### src/rtl/gv_slot_pkg.sv
// gv_slot_pkg: slot state encoding and bank-count legality helpers
package gv_slot_pkg;
  typedef enum logic [1:0] {FREE, INIT, ARMED, RUN} slot_state_e;
  localparam int MIN_BANK_COUNT = 4;
  localparam int MAX_BANK_COUNT = 8;
  function automatic bit bank_legal(input int banks);
    return banks == MIN_BANK_COUNT || banks == MAX_BANK_COUNT;
  endfunction
endpackage

### src/rtl/slot_ctx.sv
// slot_ctx: per-slot lifecycle fsm holding beat count and tag
module slot_ctx
  import gv_slot_pkg::*;
#(
  parameter int VL_W  = 8,
  parameter int TAG_W = 4
) (
  input  logic             clk,
  input  logic             rst,
  input  logic             stall,
  input  logic             alloc,
  input  logic             turn,
  input  logic [VL_W-1:0]  vlm1,
  input  logic [TAG_W-1:0] tag_in,
  output slot_state_e      state,
  output logic [TAG_W-1:0] tag,
  output logic             fire,
  output logic             last
);
  slot_state_e      state_q, state_d;
  logic [VL_W-1:0]  rem_q, rem_d;
  logic [TAG_W-1:0] tag_q, tag_d;
  always_comb begin
    fire    = (state_q == ARMED || state_q == RUN) && turn && !stall;
    last    = rem_q == '0;
    state_d = alloc ? INIT
            : (state_q == INIT && !stall) ? ARMED
            : fire ? (last ? FREE : RUN)
            : state_q;
    rem_d   = alloc ? vlm1 : (fire && !last) ? rem_q - 1'b1 : rem_q;
    tag_d   = alloc ? tag_in : tag_q;
    state   = state_q;
    tag     = tag_q;
  end
  always_ff @(posedge clk) begin
    if (rst) begin
      state_q <= FREE;
      rem_q   <= '0;
      tag_q   <= '0;
    end else begin
      state_q <= state_d;
      rem_q   <= rem_d;
      tag_q   <= tag_d;
    end
  end
endmodule

### src/rtl/slot_allocator.sv
// slot_allocator: binds vector ops to free slots and issues one beat per counter turn
module slot_allocator
  import gv_slot_pkg::*;
#(
  parameter int  BANK_COUNT = 4,
  localparam int SLOT_COUNT = BANK_COUNT / 2,
  localparam int IDX_W      = $clog2(SLOT_COUNT),
  parameter int  VL_W       = 8,
  parameter int  TAG_W      = 4
) (
  input  logic                  clk,
  input  logic                  rst,
  input  logic                  stall,
  input  logic                  in_valid,
  output logic                  in_ready,
  input  logic [VL_W-1:0]       in_vlm1,
  input  logic [TAG_W-1:0]      in_tag,
  input  logic [SLOT_COUNT-1:0] slot_turn,
  output logic [SLOT_COUNT-1:0] slot_init,
  output logic [SLOT_COUNT-1:0] slot_active,
  output logic                  issue_valid,
  output logic [IDX_W-1:0]      issue_slot,
  output logic [TAG_W-1:0]      issue_tag,
  output logic                  issue_last,
  output logic                  done_valid,
  output logic [TAG_W-1:0]      done_tag
);
  slot_state_e             state [SLOT_COUNT];
  logic [TAG_W-1:0]        tags  [SLOT_COUNT];
  logic [SLOT_COUNT-1:0]   free, alloc, fire, last;
  logic                    accept;
  logic [IDX_W-1:0]        fire_idx;
  logic                    issue_valid_q, issue_valid_d;
  logic [IDX_W-1:0]        issue_slot_q, issue_slot_d;
  logic [TAG_W-1:0]        issue_tag_q, issue_tag_d;
  logic                    issue_last_q, issue_last_d;
  logic                    done_valid_q, done_valid_d;
  logic [TAG_W-1:0]        done_tag_q, done_tag_d;
  for (genvar i = 0; i < SLOT_COUNT; i++) begin : g_slot
    slot_ctx #(.VL_W(VL_W), .TAG_W(TAG_W)) u_ctx (
      .clk    (clk),
      .rst    (rst),
      .stall  (stall),
      .alloc  (alloc[i]),
      .turn   (slot_turn[i]),
      .vlm1   (in_vlm1),
      .tag_in (in_tag),
      .state  (state[i]),
      .tag    (tags[i]),
      .fire   (fire[i]),
      .last   (last[i])
    );
    always_comb begin
      free[i]        = state[i] == FREE;
      slot_init[i]   = state[i] == INIT;
      slot_active[i] = state[i] == ARMED || state[i] == RUN;
    end
  end
  always_comb begin
    in_ready = |free && !stall;
    accept   = in_valid && in_ready;
    alloc    = accept ? free & (~free + SLOT_COUNT'(1)) : '0;
    fire_idx = '0;
    for (int i = SLOT_COUNT - 1; i >= 0; i--) if (fire[i]) fire_idx = IDX_W'(i);
    issue_valid_d = |fire;
    issue_slot_d  = fire_idx;
    issue_tag_d   = |fire ? tags[fire_idx] : '0;
    issue_last_d  = |fire && last[fire_idx];
    done_valid_d  = issue_last_d;
    done_tag_d    = issue_last_d ? tags[fire_idx] : '0;
  end
  always_ff @(posedge clk) begin
    if (rst) begin
      issue_valid_q <= 1'b0;
      issue_slot_q  <= '0;
      issue_tag_q   <= '0;
      issue_last_q  <= 1'b0;
      done_valid_q  <= 1'b0;
      done_tag_q    <= '0;
    end else begin
      issue_valid_q <= issue_valid_d;
      issue_slot_q  <= issue_slot_d;
      issue_tag_q   <= issue_tag_d;
      issue_last_q  <= issue_last_d;
      done_valid_q  <= done_valid_d;
      done_tag_q    <= done_tag_d;
    end
  end
  always_comb begin
    issue_valid = issue_valid_q;
    issue_slot  = issue_slot_q;
    issue_tag   = issue_tag_q;
    issue_last  = issue_last_q;
    done_valid  = done_valid_q;
    done_tag    = done_tag_q;
  end
  a_bank_legal: assert property (@(posedge clk) bank_legal(BANK_COUNT));
  a_turn_onehot0: assert property (@(posedge clk) disable iff (rst) $onehot0(slot_turn));
  a_init_onehot0: assert property (@(posedge clk) disable iff (rst) $onehot0(slot_init));
  a_alloc_free: assert property (@(posedge clk) disable iff (rst) (alloc & ~free) == '0);
endmodule

### config.mk
export PLATFORM = sky130hd
export DESIGN_NAME = slot_allocator
export DESIGN_NICKNAME = d
export VERILOG_FILES = /design/src/rtl/gv_slot_pkg.sv /design/src/rtl/slot_ctx.sv /design/src/rtl/slot_allocator.sv
export SDC_FILE = /design/constraint.sdc
export NUM_CORES = 1
export LEC_CHECK = 0
export CORE_MARGIN = 1.5
export CORE_UTILIZATION = 30
export CTS_CLUSTER_DIAMETER = 50
export DETAILED_ROUTE_END_ITERATION = 16
export GPL_TIMING_DRIVEN = 0
export PLACE_DENSITY = 0.53
export SETUP_SLACK_MARGIN = 0.02
export SYNTH_ARGS = -nofsm -noshare
export SYNTH_HDL_FRONTEND = slang
export SYNTH_SLANG_ARGS = --single-unit
### constraint.sdc
create_clock -name clk -period 3.85 [get_ports clk]
set_input_delay 1.155 -clock clk [delete_from_list [all_inputs] [get_ports clk]]
set_output_delay 1.155 -clock clk [all_outputs]
set_load 0.005 [all_outputs]
**Word level (Yosys, flattened, before mapping)**

Cells that the tools add are included.

- Register bits: 39
- Input port bits: 18
- Output and inout port bits: 17
- Word-level logic and storage cells: 81

- $add $sub $neg: 3
- $lt $le $gt $ge: 2
- Eq/ne operators: 6
- Muxes and demuxes: 20
- Bitwise gates (word level): 5
- Reductions and logical operators: 32

Operator list:

| cell | number |
|---|---|
| 2-to-1 mux 8 bit | 4 |
| logical NOT 8 bit | 2 |
| subtractor 8 x 1 -> 8 bit, second input constant | 2 |
| 2-to-1 mux 2 bit | 7 |
| 2-to-1 mux 4 bit | 3 |
| OR reduction 2 bit | 6 |
| logical AND 1 bit | 11 |
| == test 2 bit, second input constant | 4 |
| nonzero test 2 bit | 4 |
| 2-to-1 mux 1 bit | 6 |
| nonzero test 3 bit | 2 |
| == test 2 x 1 -> 1 bit, second input constant | 2 |
| logical NOT 2 bit | 2 |
| logical NOT 1 bit | 3 |
| adder 2 x 1 -> 2 bit, second input constant | 1 |
| AND 2 bit | 1 |
| >= comparator 2 bit, second input constant | 1 |
| logical OR 1 bit | 2 |
| < comparator 1 x 2 -> 1 bit, second input constant | 1 |
| inverter 1 bit | 2 |
| inverter 1 -> 2 bit | 1 |
| inverter 2 bit | 1 |

**Depth between registers and ports, before layout**

Gate-level depths: netlist of run 1.

- Depth in word-level cells: 11
- Depth in mapped cells: 7
- Mapped depth without buffers: 6

**Cells and area by module**

A second synthesis of run 1 with hierarchy kept.

- Cells, all modules: 223
- Area, all modules: 1,951.9 sq um

By module, submodules not included:

| module | instances | cells each | area each (sq um) | seq. area each (sq um) |
|---|---|---|---|---|
| slot_ctx | 2 | 85 | 742.0 | 280.3 |
| slot_allocator | 1 | 53 | 467.9 | 220.2 |

**Worst setup path after synthesis of run 1**

OpenSTA, ideal clock, no wires.

- Path type: input-to-output
- Start: in stall
- End: out in_ready
- Arrival: 1,283 ps
- Required time: 2,695 ps
- Path slack: 1,412 ps
- Cell stages on the path: 1
- Path buffers: 0
- Cells stage by stage: a21oi_1

- Longest elaborated chain between the ends: 2

RTL lines:

| what | RTL line | source |
|---|---|---|
| from (decl) | slot_allocator.sv:13 | `input logic stall,` |
| logical NOT 1 bit | slot_allocator.sv:60 | `in_ready = \|free && !stall;` |
| logical AND 1 bit | slot_allocator.sv:60 |  |
| to (decl) | slot_allocator.sv:15 | `output logic in_ready,` |

Every way passes these cells.

**Worst setup path in the final report of run 1**

Same ends and word-level chain as after synthesis.

==> impl_metrics.tcl, run 1 <==
set metrics [dict create \
    status "complete, no violations" \
    dp.cells 326 \
    final_cell_area_um2 2370 \
    fin_cells 334 \
    dieArea_um2 6670 \
    ios 35 \
    postSynthCellCount 218 \
    cap_violations 0 \
    netlist_area_um2 1860 \
    rsz0062_at_grt "false" \
    setup_viol 0 \
    dp_slack_ps 285 \
    crit_buf_inv 2 \
    crit_start "stall" \
    hold_viol_final 0 \
    r2r_start "g_slot[0].u_ctx.rem_q[0]" \
    hold-worst-slack_ps 459 \
    finalSetupTns_ps 0 \
    cp-end-kind "primary output" \
    dpl_cell_area_um2 2280 \
    setup_slack_ps 301 \
    coreArea_um2 5960 \
    critPathArrivalTime_ps 2390 \
    startpoint_type "primary input" \
    place_hpwl_mm 3.64 \
    mostFrequentLayoutCell "dfxtp_1" \
    ant_nets 0 \
    avgViaCountPerCell 5.08 \
    met2_usage_pct 25.5 \
    drt-initial-drc-count 112 \
    cts_sinks 39 \
    track_usage_pct 16.1 \
    cts_root_buf "clkbuf_8" \
    layout_common_cells "dfxtp_1 (39), clkdlybuf4s50_1 (33), nand2_1 (27), a21oi_1 (19), nor2_1 (13)" \
    wirelength_mm 4.83 \
    max_freq_mhz 282 \
    yosysSeqAreaShare_pct 42.1 \
    rows 28 \
    ys.warnings.count 0 \
    cts_buffers 5 \
    worstPathRequired_ps 2690 \
    hp-class "reg -> reg" \
    synth-seq-cells 39 \
    cts_setup_buffers 0 \
    grt_pass1_vias 1591 \
    gp_congestion 0.806 \
    antenna_found_initial 0 \
    wl_per_cell_um 14.5 \
    met3_usage_pct 2.67 \
    io_buffer_count 33 \
    htreeDepth 2 \
    first_pass_iters 4 \
    period_minus_slack_ps 3550 \
    worstSetupPathType "in -> out" \
    clkLatencyLatePin_ps 300 \
    insertedDiodeCount 0 \
    start_util_pct 31.2 \
    nNetsFinal 280 \
    crit_path_cell_trace "clkdlybuf4s50_1 > a21oi_1 > clkdlybuf4s50_1" \
    finalCritPeriodShare_pct 92.2 \
    hp-start "g_slot[0].u_ctx.tag[1]" \
    cp_slowest_stage_delay_ps 540 \
    cts_tree "built" \
    fillers 630 \
    vias 1696 \
    drc_errors 0 \
    worstPathMaxFanout 9 \
    power.density_nw_per_um2 345 \
    critPathSlowestCell "clkdlybuf4s50_1" \
    clockBufferDepth 2 \
    cpMostUsedCell "clkdlybuf4s50_1" \
    critical-path-top-delay-family "buffers and inverters" \
    synthToLayoutAreaGrowth_pct 27.6 \
    ys.flop_type "dfxtp_1" \
    grt_pass1_wl_mm 7.94 \
    leakage_nw 0.846 \
    yosysUniqueCellTypes 43 \
    grt_busiest_layer "met2" \
    ctsResizeCount 0 \
    clock-skew-final_ps 10.7 \
    cts_hold_buffers 0 \
    drive_gt1_share_pct 8.11 \
    grt_start_max_net_pins 14 \
    synth_edf_count 0 \
    met1_usage_pct 22.0 \
    ir_worst_vdd_uv 200 \
    synth_nets 240 \
    drv_slew 0 \
    synth.avg_cell_area_um2 8.51 \
    worst_pin_slew_ps 733 \
    dieWidth_um 81.6 \
    die_h_um 81.6 \
    grt-ovfl-total 0 \
    maxSlewHeadroom_pct 50.4 \
    ys_async_sr_fraction_pct 0 \
    clk_pin_slew_worst_paths_ps 80 \
]
## metrics by stage
step                util (%)  total power [mW]
finish                  39.8             0.817
global route            39.8             0.858
CTS                     39.8             0.828
detailed placement      38.3             0.544
global placement        38.3             0.544
floorplan                  -             0.497
## worst register-to-register path: cells and delay by family (launching register included)
kind                       cells  cell delay [ps]
adders and majority gates      1              210
DFF                            1              320
and+or+nand+nor                1              410
AOI/OAI and AO/OA              3              560
buffers and inverters          2              460
## layer usage
metal / routed length [µm] / vias to the layer above
met1: 2350 / 784
met3: 161 / 5
met5: 0 / -
met4: 62 / 0
li1: - / 870
met2: 2250 / 37
## final cells by class
| class | count | area, µm² | area share, % |
|---|---|---|---|
| Clock buffer | 5 | 68.8 | 2.91 |
| Buffer | 15 | 63.8 | 2.69 |
| Sequential cell | 39 | 781 | 33.0 |
| Inverter | 9 | 33.8 | 1.43 |
| Multi-Input combinational cell | 155 | 977 | 41.3 |
| Tap cell | 75 | 93.8 | 3.96 |
| Clock inverter | 3 | 20.0 | 0.845 |
| Timing Repair Buffer | 33 | 330 | 13.9 |
## cells by family after synthesis
group | Yosys count | synth area share [%]
flops | 39 | 42.1
mux | 5 | 2.70
buf+inv | 24 | 5.26
compound gates | 60 | 22.1
simple gates | 86 | 25.2
fa+ha+maj | 4 | 2.70
## where the power goes
part           leakage [nW]  total, mW  switching [mW]  internal, mW
combinational         0.490      0.110          0.0575        0.0527
clock                0.0402      0.282           0.156         0.126
sequential            0.316      0.424         0.00969         0.415
## path summary, 6_finish.rpt
path	endpoint	slack [ps]	depth (start not counted)
setup reg to reg	g_slot[0].u_ctx.rem_q[1]	1760	7
setup / recovery	in_ready	300	3
hold / removal	g_slot[0].u_ctx.tag[1]	460	2
hold reg to reg	g_slot[0].u_ctx.tag[1]	460	2
## flip-flops by register name, indices dropped and copies added (netlist names)
signal / count
issue_tag: 4
g_slot.u_ctx.rem_q: 16
g_slot.u_ctx.state: 4
g_slot.u_ctx.tag: 8
issue_slot: 1
done_tag: 4
issue_valid: 1
done_valid: 1
## cells in the mapped netlist, types with 3 or more instances
cell | instances | area, µm²
a2bb2oi_1 | 4 | 35.0
nor3_1 | 4 | 20.0
or3_1 | 3 | 18.8
a31oi_1 | 9 | 56.3
nor2b_1 | 5 | 31.3
nor4b_1 | 3 | 26.3
inv_1 | 9 | 33.8
o311ai_0 | 3 | 26.3
a21oi_1 | 19 | 95.1
clkbuf_1 | 10 | 37.5
nand2_1 | 27 | 101
mux2i_1 | 5 | 50.1
and2_1 | 3 | 18.8
nor2_1 | 13 | 48.8
a211oi_1 | 3 | 22.5
o211ai_1 | 5 | 37.5
nand3_1 | 7 | 35.0
dfxtp_1 | 39 | 781
or4_1 | 3 | 22.5
ha_1 | 4 | 50.1
buf_2 | 3 | 15.0
a21o_1 | 5 | 37.5
Note: power is estimated with default switching activity, not from simulation.
==> inputs of run 2 (changes only) <==
--- a/config.mk
+++ b/config.mk
@@ -10,7 +10,7 @@
 export CTS_CLUSTER_DIAMETER = 50
 export DETAILED_ROUTE_END_ITERATION = 16
 export GPL_TIMING_DRIVEN = 0
-export PLACE_DENSITY = 0.53
+export PLACE_DENSITY = 0.55
 export SETUP_SLACK_MARGIN = 0.02
 export SYNTH_ARGS = -nofsm -noshare
 export SYNTH_HDL_FRONTEND = slang
==> run 2 against run 1 <==
- die area unchanged
- sequential share of layout area decreased by 0.33 points
- critical endpoint unchanged
- combinational power about the same
- register-to-register slack about the same
- hold slack about the same
- critical path type unchanged
- design area increased by 1.0%
==> impl_metrics.tcl, run 2 (synthesis gave the netlist of run 1 again) <==
set metrics [dict create \
    status "complete, no violations" \
    clk_pin_slew_worst_paths_ps 80 \
    maxSlewHeadroom_pct 47.3 \
    clockBufferDepth 2 \
    io_buffer_count 33 \
    first_pass_iters 4 \
    grt-ovfl-total 0 \
    finalSetupTns_ps 0 \
    rows 28 \
    nNetsFinal 280 \
    cts_hold_buffers 0 \
    period_minus_slack_ps 3560 \
    worstSetupPathType "in -> out" \
    hold_viol_final 0 \
    grt_pass1_wl_mm 8.11 \
    seqPwrFrac_pct 47.8 \
    mostFrequentLayoutCell "dfxtp_1" \
    vias 1716 \
    drt-initial-drc-count 91 \
    place_hpwl_mm 3.65 \
    antenna_found_initial 0 \
    cp-end-kind "primary output" \
    cts_setup_buffers 0 \
    cts_tree "built" \
    ir_worst_vdd_uv 167 \
    internal-power_uw 661 \
    grt_start_max_net_pins 14 \
    die_h_um 81.6 \
    top_register "g_slot.u_ctx.rem_q" \
    fillers 630 \
    worst_r2r_path_depth 7 \
    met3_usage_pct 3.33 \
    r2r_slack_ps 1770 \
    cts_buffers 5 \
    met1_usage_pct 22.0 \
    dieWidth_um 81.6 \
    leakage_nw 0.864 \
    htreeDepth 2 \
    worstPathMaxFanout 9 \
    grt_busiest_layer "met2" \
    hp-start "g_slot[0].u_ctx.tag[1]" \
    dieArea_um2 6670 \
    cap_violations 0 \
    layout_common_cells "dfxtp_1 (39), clkdlybuf4s50_1 (33), nand2_1 (27), a21oi_1 (19), nor2_1 (13)" \
    worstPathRequired_ps 2690 \
    power_frac_clock_pct 39.7 \
    hold_depth 2 \
    max_freq_mhz 281 \
    hp-class "reg -> reg" \
    worstHoldEndpoint "g_slot[0].u_ctx.tag[1]" \
    cts_root_buf "clkbuf_8" \
    insertedDiodeCount 0 \
    switching_share_pct 25.6 \
    power_uw 888 \
    finalCritPeriodShare_pct 92.4 \
    timing.rr.end "g_slot[0].u_ctx.rem_q[1]" \
    drc_errors 0 \
    wirelength_mm 4.93 \
    worst_pin_slew_ps 780 \
    clkLatencyLatePin_ps 300 \
    coreArea_um2 5960 \
    synthToLayoutAreaGrowth_pct 28.9 \
    gp_congestion 0.802 \
    grt_pass1_vias 1601 \
    power.density_nw_per_um2 371 \
    rsz0062_at_grt "false" \
    ctsResizeCount 0 \
    avgViaCountPerCell 5.14 \
    setup_viol 0 \
    clock-skew-final_ps 7.86 \
    cts_sinks 39 \
    ant_nets 0 \
    p_switching_uw 228 \
    critPathArrivalTime_ps 2400 \
    p_comb_share_pct 12.4 \
    startpoint_type "primary input" \
    drv_slew 0 \
    track_usage_pct 16.4 \
    wl_per_cell_um 14.8 \
    largest_reg_flops 16 \
    drive_gt1_share_pct 8.11 \
    r2r_start "g_slot[0].u_ctx.rem_q[0]" \
    met2_usage_pct 26.2 \
    start_util_pct 31.2 \
    ios 35 \
]
-- run 2: changes by cell type in the layout (fill, tap and decap cells not counted), sizes merged --
cell,delta
clkinvlp,-2
bufinv,+1
clkinv,+1
-- run 2: worst max path at each step --
| stage | start | cells after the start | slack (ps) | to |
|---|---|---|---|---|
| after floorplan | stall | 1 | 1410 | in_ready |
| after global placement | stall | 3 | 300 | in_ready |
| after detailed placement | stall | 3 | 300 | in_ready |
| after CTS | stall | 3 | 300 | in_ready |
| after global routing | stall | 3 | 230 | in_ready |
| final | stall | 3 | 290 | in_ready |
-- run 2: critical path, cell delays in order --
cell             delay [ps]
clkdlybuf4s50_1         550
a21oi_1                 180
clkdlybuf4s50_1         510
-- run 2: metrics by stage --
| step | hold slack [ps] | area (µm²) | instances | setup slack [ps] | util, % |
|---|---|---|---|---|---|
| finish | 459 | 2390 | 334 | 294 | 40.2 |
| global route | 492 | 2390 | 334 | 230 | 40.2 |
| CTS | 462 | 2390 | 334 | 296 | 40.2 |
| detailed placement | 449 | 2280 | 326 | 296 | 38.3 |
| global placement | 441 | 2280 | 326 | 303 | 38.3 |
| floorplan | 436 | 1860 | 218 | 1410 | - |
-- run 2: power groups by stage --
stage	Combinational [mW]	Clock [mW]	Sequential, mW
6_report	0.110	0.353	0.425
5_1_grt	0.124	0.372	0.427
4_1_cts	0.111	0.361	0.425
3_5_place_dp	0.110	0	0.434
3_3_place_gp	0.110	0	0.434
2_1_floorplan	0.0652	0	0.432
-- run 2: area by class of cell --
cell class | count | area [µm²] | area share (%)
Multi-Input combinational cell | 155 | 977 | 40.8
Clock buffer | 5 | 68.8 | 2.88
Sequential cell | 39 | 781 | 32.6
Timing Repair Buffer | 33 | 330 | 13.8
Tap cell | 75 | 93.8 | 3.92
Buffer | 15 | 63.8 | 2.67
Clock inverter | 3 | 43.8 | 1.83
Inverter | 9 | 33.8 | 1.41
-- run 2: per-layer routing --
layer  up-vias  part of all wire [%]
met3         7                   3.7
met2        26                    45
met1       811                    50
met4         0                   1.4
li1        872                     -
met5         -                     0
